<file path="config.mk">
export PLATFORM = sky130hd
export DESIGN_NAME = inst_mem_arb
export DESIGN_NICKNAME = d
export VERILOG_FILES = /design/src/rtl/inst_mem_arb.sv
export SDC_FILE = /design/constraint.sdc
export NUM_CORES = 1
export LEC_CHECK = 0
export CORE_MARGIN = 2
export CORE_UTILIZATION = 40
export CTS_CLUSTER_DIAMETER = 150
export DETAILED_ROUTE_END_ITERATION = 10
export PLACE_DENSITY_LB_ADDON = 0.3
export SLEW_MARGIN = 10
export SYNTH_ARGS = -nofsm -noshare
export SYNTH_HDL_FRONTEND = slang
export SYNTH_SLANG_ARGS = --single-unit
</file>
<file path="constraint.sdc">
create_clock -name i_mem_clk -period 3.5 [get_ports i_mem_clk]
set_input_delay 0.525 -clock i_mem_clk [delete_from_list [all_inputs] [get_ports i_mem_clk]]
set_output_delay 0.525 -clock i_mem_clk [all_outputs]
set_load 0.05 [all_outputs]
</file>
<file path="src/rtl/inst_mem_arb.sv">
// Two-requester round-robin arbiter with burst lock in front of inst_mem.
// It registers one command per cycle and tags reads so that each response returns to the requester that issued it.
module inst_mem_arb #(
    parameter int DWIDTH   = 8,
    parameter int ADDR     = 10,
    parameter int RD_LAT   = 1,
    parameter int LOCK_MAX = 16
) (
    input  logic              i_mem_clk,
    input  logic              i_rst_n,
    input  logic              i_req0_valid,
    input  logic              i_req0_web,
    input  logic [ADDR-1:0]   i_req0_addr,
    input  logic [DWIDTH-1:0] i_req0_data,
    input  logic              i_req0_lock,
    input  logic              i_req1_valid,
    input  logic              i_req1_web,
    input  logic [ADDR-1:0]   i_req1_addr,
    input  logic [DWIDTH-1:0] i_req1_data,
    input  logic              i_req1_lock,
    output logic              o_req0_ready,
    output logic              o_req1_ready,
    output logic              o_rsp0_valid,
    output logic [DWIDTH-1:0] o_rsp0_data,
    output logic              o_rsp1_valid,
    output logic [DWIDTH-1:0] o_rsp1_data,
    output logic              o_mem_csb,
    output logic              o_mem_web,
    output logic [ADDR-1:0]   o_mem_read_addr,
    output logic [ADDR-1:0]   o_mem_write_addr,
    output logic [DWIDTH-1:0] o_mem_data,
    input  logic [DWIDTH-1:0] i_mem_data
);
    localparam int CNT_W = $clog2(LOCK_MAX);

    typedef enum logic [1:0] {IDLE, LOCK0, LOCK1} state_t;

    state_t            state_q, state_d;
    logic              last_grant_q, last_grant_d;
    logic [CNT_W-1:0]  cnt_q, cnt_d;
    logic              gnt0, gnt1;
    logic              acc, acc_id, acc_web, acc_lock;
    logic [ADDR-1:0]   acc_addr;
    logic [DWIDTH-1:0] acc_data;
    logic              csb_q, web_q;
    logic [ADDR-1:0]   raddr_q, waddr_q;
    logic [DWIDTH-1:0] wdata_q;
    logic [RD_LAT:0]   tag_vld_q, tag_id_q;

    always_comb begin
        gnt0 = 1'b0;
        gnt1 = 1'b0;
        if (i_rst_n) begin
            case (state_q)
                IDLE: begin
                    if (i_req0_valid && i_req1_valid) begin
                        gnt0 = last_grant_q;
                        gnt1 = !last_grant_q;
                    end else begin
                        gnt0 = i_req0_valid;
                        gnt1 = i_req1_valid;
                    end
                end
                LOCK0:   gnt0 = i_req0_valid;
                LOCK1:   gnt1 = i_req1_valid;
                default: ;
            endcase
        end
    end

    assign o_req0_ready = gnt0;
    assign o_req1_ready = gnt1;
    assign acc      = gnt0 | gnt1;
    assign acc_id   = gnt1;
    assign acc_web  = gnt1 ? i_req1_web  : i_req0_web;
    assign acc_lock = gnt1 ? i_req1_lock : i_req0_lock;
    assign acc_addr = gnt1 ? i_req1_addr : i_req0_addr;
    assign acc_data = gnt1 ? i_req1_data : i_req0_data;

    // Reaching LOCK_MAX-1 releases the lock whatever the lock bit says, so a locked requester cannot starve the other.
    always_comb begin
        state_d      = state_q;
        cnt_d        = cnt_q;
        last_grant_d = last_grant_q;
        if (acc) begin
            last_grant_d = acc_id;
            if (state_q == IDLE) begin
                if (acc_lock) begin
                    state_d = acc_id ? LOCK1 : LOCK0;
                    cnt_d   = CNT_W'(1);
                end
            end else if (!acc_lock || cnt_q == CNT_W'(LOCK_MAX - 1)) begin
                state_d = IDLE;
                cnt_d   = '0;
            end else begin
                cnt_d = cnt_q + 1'b1;
            end
        end
    end

    always_ff @(posedge i_mem_clk) begin
        if (!i_rst_n) begin
            state_q      <= IDLE;
            cnt_q        <= '0;
            last_grant_q <= 1'b1;
        end else begin
            state_q      <= state_d;
            cnt_q        <= cnt_d;
            last_grant_q <= last_grant_d;
        end
    end

    always_ff @(posedge i_mem_clk) begin
        if (!i_rst_n) begin
            csb_q   <= 1'b1;
            web_q   <= 1'b1;
            raddr_q <= '0;
            waddr_q <= '0;
            wdata_q <= '0;
        end else if (acc) begin
            csb_q   <= 1'b0;
            web_q   <= acc_web;
            raddr_q <= acc_addr;
            waddr_q <= acc_addr;
            wdata_q <= acc_data;
        end else begin
            csb_q <= 1'b1;
            web_q <= 1'b1;
        end
    end

    // Stage 0 loads on accept; stage RD_LAT lines up with inst_mem output data.
    always_ff @(posedge i_mem_clk) begin
        if (!i_rst_n) begin
            tag_vld_q <= '0;
            tag_id_q  <= '0;
        end else begin
            tag_vld_q <= {tag_vld_q[RD_LAT-1:0], acc & acc_web};
            tag_id_q  <= {tag_id_q[RD_LAT-1:0], acc_id};
        end
    end

    assign o_mem_csb        = csb_q;
    assign o_mem_web        = web_q;
    assign o_mem_read_addr  = raddr_q;
    assign o_mem_write_addr = waddr_q;
    assign o_mem_data       = wdata_q;
    assign o_rsp0_valid     = tag_vld_q[RD_LAT] & ~tag_id_q[RD_LAT];
    assign o_rsp1_valid     = tag_vld_q[RD_LAT] &  tag_id_q[RD_LAT];
    assign o_rsp0_data      = i_mem_data;
    assign o_rsp1_data      = i_mem_data;
endmodule

</file>
* Yosys cells after proc, flatten, opt, wreduce, memory -nomap -nowiden
Index checks and enable logic that the tools add are counted.
** Cells by class
- Multiplexer cells :: 18
- Reductions and logical operators :: 9
- Add/sub/neg operators :: 1
- Bitwise logic cells :: 5
- Equal/unequal tests :: 4
** Operators by type and width (count)
- $mux 4 :: 3
- $mux 10 :: 1
- $mux 2 :: 4
- $mux 8 :: 1
- $mux 1 :: 7
- $add 4x1->4 const B :: 1
- $eq 4x4->1 const B :: 1
- $pmux 1 s2 :: 2
- $reduce_and 2->1 :: 2
- $and 1x1->1 :: 3
- $reduce_and 3->1 :: 1
- $eq 2x1->1 const B :: 1
- $eq 2x2->1 const B :: 1
- $logic_not 1->1 :: 2
- $logic_not 2->1 :: 1
- $ne 2x2->1 const B :: 1
- $reduce_bool 2->1 :: 1
- $logic_and 1x1->1 :: 1
- $logic_or 1x1->1 :: 1
- $not 1->1 :: 1
- $or 1x1->1 :: 1
** Storage, ports and cells
- Output and inout port bits :: 50
- Input bits :: 52
- Register bits :: 31

* Longest topological paths before layout
- Depth in word-level cells :: 9
- Depth in mapped cells :: 7
- Depth with buffers taken out :: 6

* Least setup slack after synthesis
OpenSTA, ideal clock, no wires.
- Path kind :: in2out
- Start point :: input port i_rst_n
- End point :: output port o_req0_ready
- Required time :: 2.975 ns
- Stages on the path :: 3
- Setup slack :: 1.355 ns
- Arrival time :: 1.620 ns
- Path buffers :: 1
- Path through :: clkbuf_1 nand2_1 a21oi_1
** Between the ends
- Cells in the longest elaborated chain, start to end :: 1
** Ends and longest elaborated chain
- start, declared :: RTL line 10 : input logic i_rst_n,
- $mux 1 :: RTL line 53 : if (i_rst_n) begin
- end, declared :: RTL line 21 : output logic o_req0_ready,
No other way between the ends.

* Final worst setup path
- Start point :: input port i_rst_n
- End point :: output port o_req1_ready
** Between the ends
- Cells in the longest elaborated chain, start to end :: 1
** Ends and longest elaborated chain
- $mux 1 :: RTL line 53
- end, declared :: RTL line 22 : output logic o_req1_ready,
No other way between the ends.

==> results.py <==
metrics = {
    "worst_hold_path": {
        "hold_depth": 1,
        "hp-class": "reg -> reg",
        "min_from": "tag_vld_q[0]$_SDFF_PN0_",
        "holdPathEnd": "tag_vld_q[1]$_SDFF_PN0_",
    },
    "global_routing": {
        "grt_start_max_net_pins": 37,
        "grt_antenna_before_repair": 0,
        "grt_pass1_wl_um": 5490,
        "overflow": 0,
        "grt_pass1_vias": 1241,
        "track_usage_pct": 15.7,
    },
    "synth": {
        "ys_types": 39,
        "syn-mean-instance-area_um2": 9.57,
        "yosys_warnings": 0,
        "synthesis.nets": 227,
        "ys_ff_latch": 31,
        "synth_area_leaders": "dfxtp_1, buf_4, mux2i_1, o211a_1, nand2_1",
        "syn_inst": 174,
        "syn_area_mm2": 0.00167,
        "yosys.area.top_type_share_pct": 37.3,
        "ys_seq_area_share_pct": 37.3,
        "yosysTopAreaCell": "dfxtp_1",
    },
    "power": {
        "pwr-share-comb_pct": 31.7,
        "ir_drop_mv": 0.246,
        "clockPowerShare_pct": 27.8,
        "total_power_uw": 980,
        "power_density_mw_per_mm2": 415,
        "power.share.switching_pct": 31.9,
        "share_seq_of_total_power_pct": 40.5,
        "switchingPower_uw": 313,
        "p_leak_nw": 1.07,
        "internal-power_uw": 667,
    },
    "cts": {
        "root_buffer": "clkbuf_8",
        "post_cts_buffers": 0,
        "htree_levels": 2,
        "cts_sinks": 31,
        "cts_hold_buf": 0,
        "cts_resized": 0,
        "clk_latency_ns": 0.27,
        "path_clk_slew_ns": 0.06,
        "cts_buffer_depth": 2,
        "cts_made_buffers": 5,
        "cts_tree": "built",
    },
    "floorplanning": {
        "die_area_mm2": 0.00470,
        "die_x_um": 68.5,
        "core_area_mm2": 0.00400,
        "ios": 102,
        "die_y_um": 68.5,
        "start_util_pct": 41.6,
        "num_rows": 23,
    },
    "place": {
        "io_buffers": 77,
        "place_area_mm2": 0.00228,
        "globalplace.congestion": 0.827,
        "hpwl_um": 2590,
    },
    "detailed_routing": {
        "routed_wirelength_um": 3520,
        "vias_per_cell": 4.91,
        "vias": 1356,
        "post-route-drc-count": 0,
        "drt_iter0_markers": 70,
        "wl_per_cell_um": 12.7,
        "antenna_left": 0,
        "first_pass_iters": 5,
    },
    "finish": {
        "final_cell_area_mm2": 0.00236,
        "syn_to_final_growth_pct": 41.9,
        "insertedDiodeCount": 0,
        "nets": 279,
        "drive_above_1_share_pct": 8.85,
    },
    "worst_setup_path": {
        "rrSetupSlack_ns": 1.81,
        "critPathKind": "in -> out",
        "r2r_end": "o_mem_write_addr[5]$_SDFFE_PN0N_",
        "cp-end-kind": "output pin",
        "crit_fanout": 16,
        "worst_ep_arrival_time_ns": 1.97,
        "crit_chain": "clkdlybuf4s50_1 > and3_1 > buf_4 > buf_12",
        "r2r_start": "state_q[1]$_SDFFE_PN0P_",
        "critical-path-slowest-cell": "clkdlybuf4s50_1",
        "critical_path.max_stage_delay_ns": 0.82,
        "critPathRequiredTime_ns": 2.97,
        "startpoint_type": "primary input",
        "crit_start": "i_rst_n",
        "crit_buf_inv": 3,
        "cpLargestDelayFamily": "buffers and inverters",
        "ff2ff_path_depth": 6,
    },
    "sta": {
        "timing.hold.ws_ns": 0.431,
        "max-slew-margin-rel_pct": 63.1,
        "tns_ns": 0,
        "finalCritPeriodShare_pct": 71.2,
        "setup_viol": 0,
        "rsz0062_at_grt": "no",
        "fin_skew_ns": 0.00343,
        "final-hold-violation-count": 0,
        "period_needed_ns": 2.49,
        "worst_slew_pin_slew_ns": 0.552,
        "fmax_mhz": 401,
        "slew_violations": 0,
    },
    "flow_run": {
        "drv_cap": 0,
    },
    "run_status": {
        "outcome": "finished clean",
    },
}
-- kinds of logic after synthesis --
group                    synth area share [%]
AND/OR/NAND/NOR                          15.1
adder cells (fa/ha/maj)                 0.751
buffers and inverters                    16.8
multiplexers                             11.4
AO/OA/AOI/OAI                            18.7
flip-flops                               37.3
-- layout by cell type, fill, tap and decap left out, drive strengths merged, types with 2 or more instances in the layout --
master	n
and2	3
nor2b	4
clkdlybuf4s50	75
clkbuf	6
nand2	20
nand3b	2
mux2i	19
dfxtp	31
nand3	4
o221a	2
o211a	18
o21ai	2
inv	5
nand2b	2
nor2	6
a21oi	4
buf	6
and3	2
-- registers in the layout, indices dropped and copies added, names as in the netlist --
signal and cells:
tag_id_q 2, tag_vld_q 2, last_grant_q 1, o_mem_write_addr 10
o_mem_csb 1, o_mem_web 1, o_mem_data 8, cnt_q 4
state_q 2
-- area by class of cell --
cell class / instances / area, µm²
clock buffers: 6 / 82.6
repair buffers: 81 / 808
clock inverters: 1 / 5.00
inverters: 5 / 18.8
multi-input cells: 102 / 766
flip-flops and latches: 31 / 621
well taps: 50 / 62.6
fillers: 367 / 1640
-- power groups by stage --
stage | clock network, mW | registers (mW) | logic [mW]
after global routing | 0.297 | 0.400 | 0.329
after CTS | 0.282 | 0.397 | 0.314
after floorplan | 0 | 0.469 | 0.186
after detailed placement | 0 | 0.404 | 0.312
final | 0.272 | 0.397 | 0.311
after global placement | 0 | 0.404 | 0.311
-- cells in the mapped netlist --
cell	number
mux2i_1	19
o21ai_1	1
a21o_1	1
o21a_1	1
nand2b_1	2
inv_2	1
or3_1	1
and3_2	1
nand2_1	20
o31ai_1	1
nor2b_4	1
a21oi_1	4
and2_1	3
o221a_2	1
nor4_1	1
o21ai_0	1
o2bb2ai_1	1
buf_4	29
inv_1	4
o41ai_2	1
o211ai_1	1
nor3_1	1
clkbuf_1	4
ha_1	1
nor2_1	6
nand3_1	4
buf_6	2
a41oi_1	1
and3_1	1
buf_2	1
dfxtp_1	31
nor2b_1	3
o221a_1	1
nand3b_1	1
a31o_1	1
a31oi_1	1
nand3b_4	1
o211a_1	18
and4_4	1
-- routing by layer --
metal / track usage (%) / vias to the layer above / wire [µm]
met5: 0 / - / 0
met4: 6.75 / 0 / 56
met3: 6.17 / 5 / 329
met2: 24.4 / 65 / 1530
met1: 19.1 / 597 / 1600
li1: - / 689 / -
-- per-stage QoR --
stage / util [%] / setup slack (ns) / instances
after detailed placement: 56.9 / 0.926 / 269
after global placement: 56.9 / 0.974 / 269
after floorplan: - / 1.36 / 174
after CTS: 59.1 / 0.995 / 276
after global routing: 59.1 / 0.905 / 276
final: 59.1 / 1.01 / 276
-- how the worst max path moves through the flow --
stage / to / depth (start not counted)
4_1_cts: o_req1_ready / 4
3_3_place_gp: cnt_q[2]$_SDFFE_PN0P_ / 6
5_1_grt: o_req1_ready / 4
3_5_place_dp: cnt_q[2]$_SDFFE_PN0P_ / 6
2_1_floorplan: o_req0_ready / 3
6_report: o_req1_ready / 4
Power figures use the tool's default switching activity.
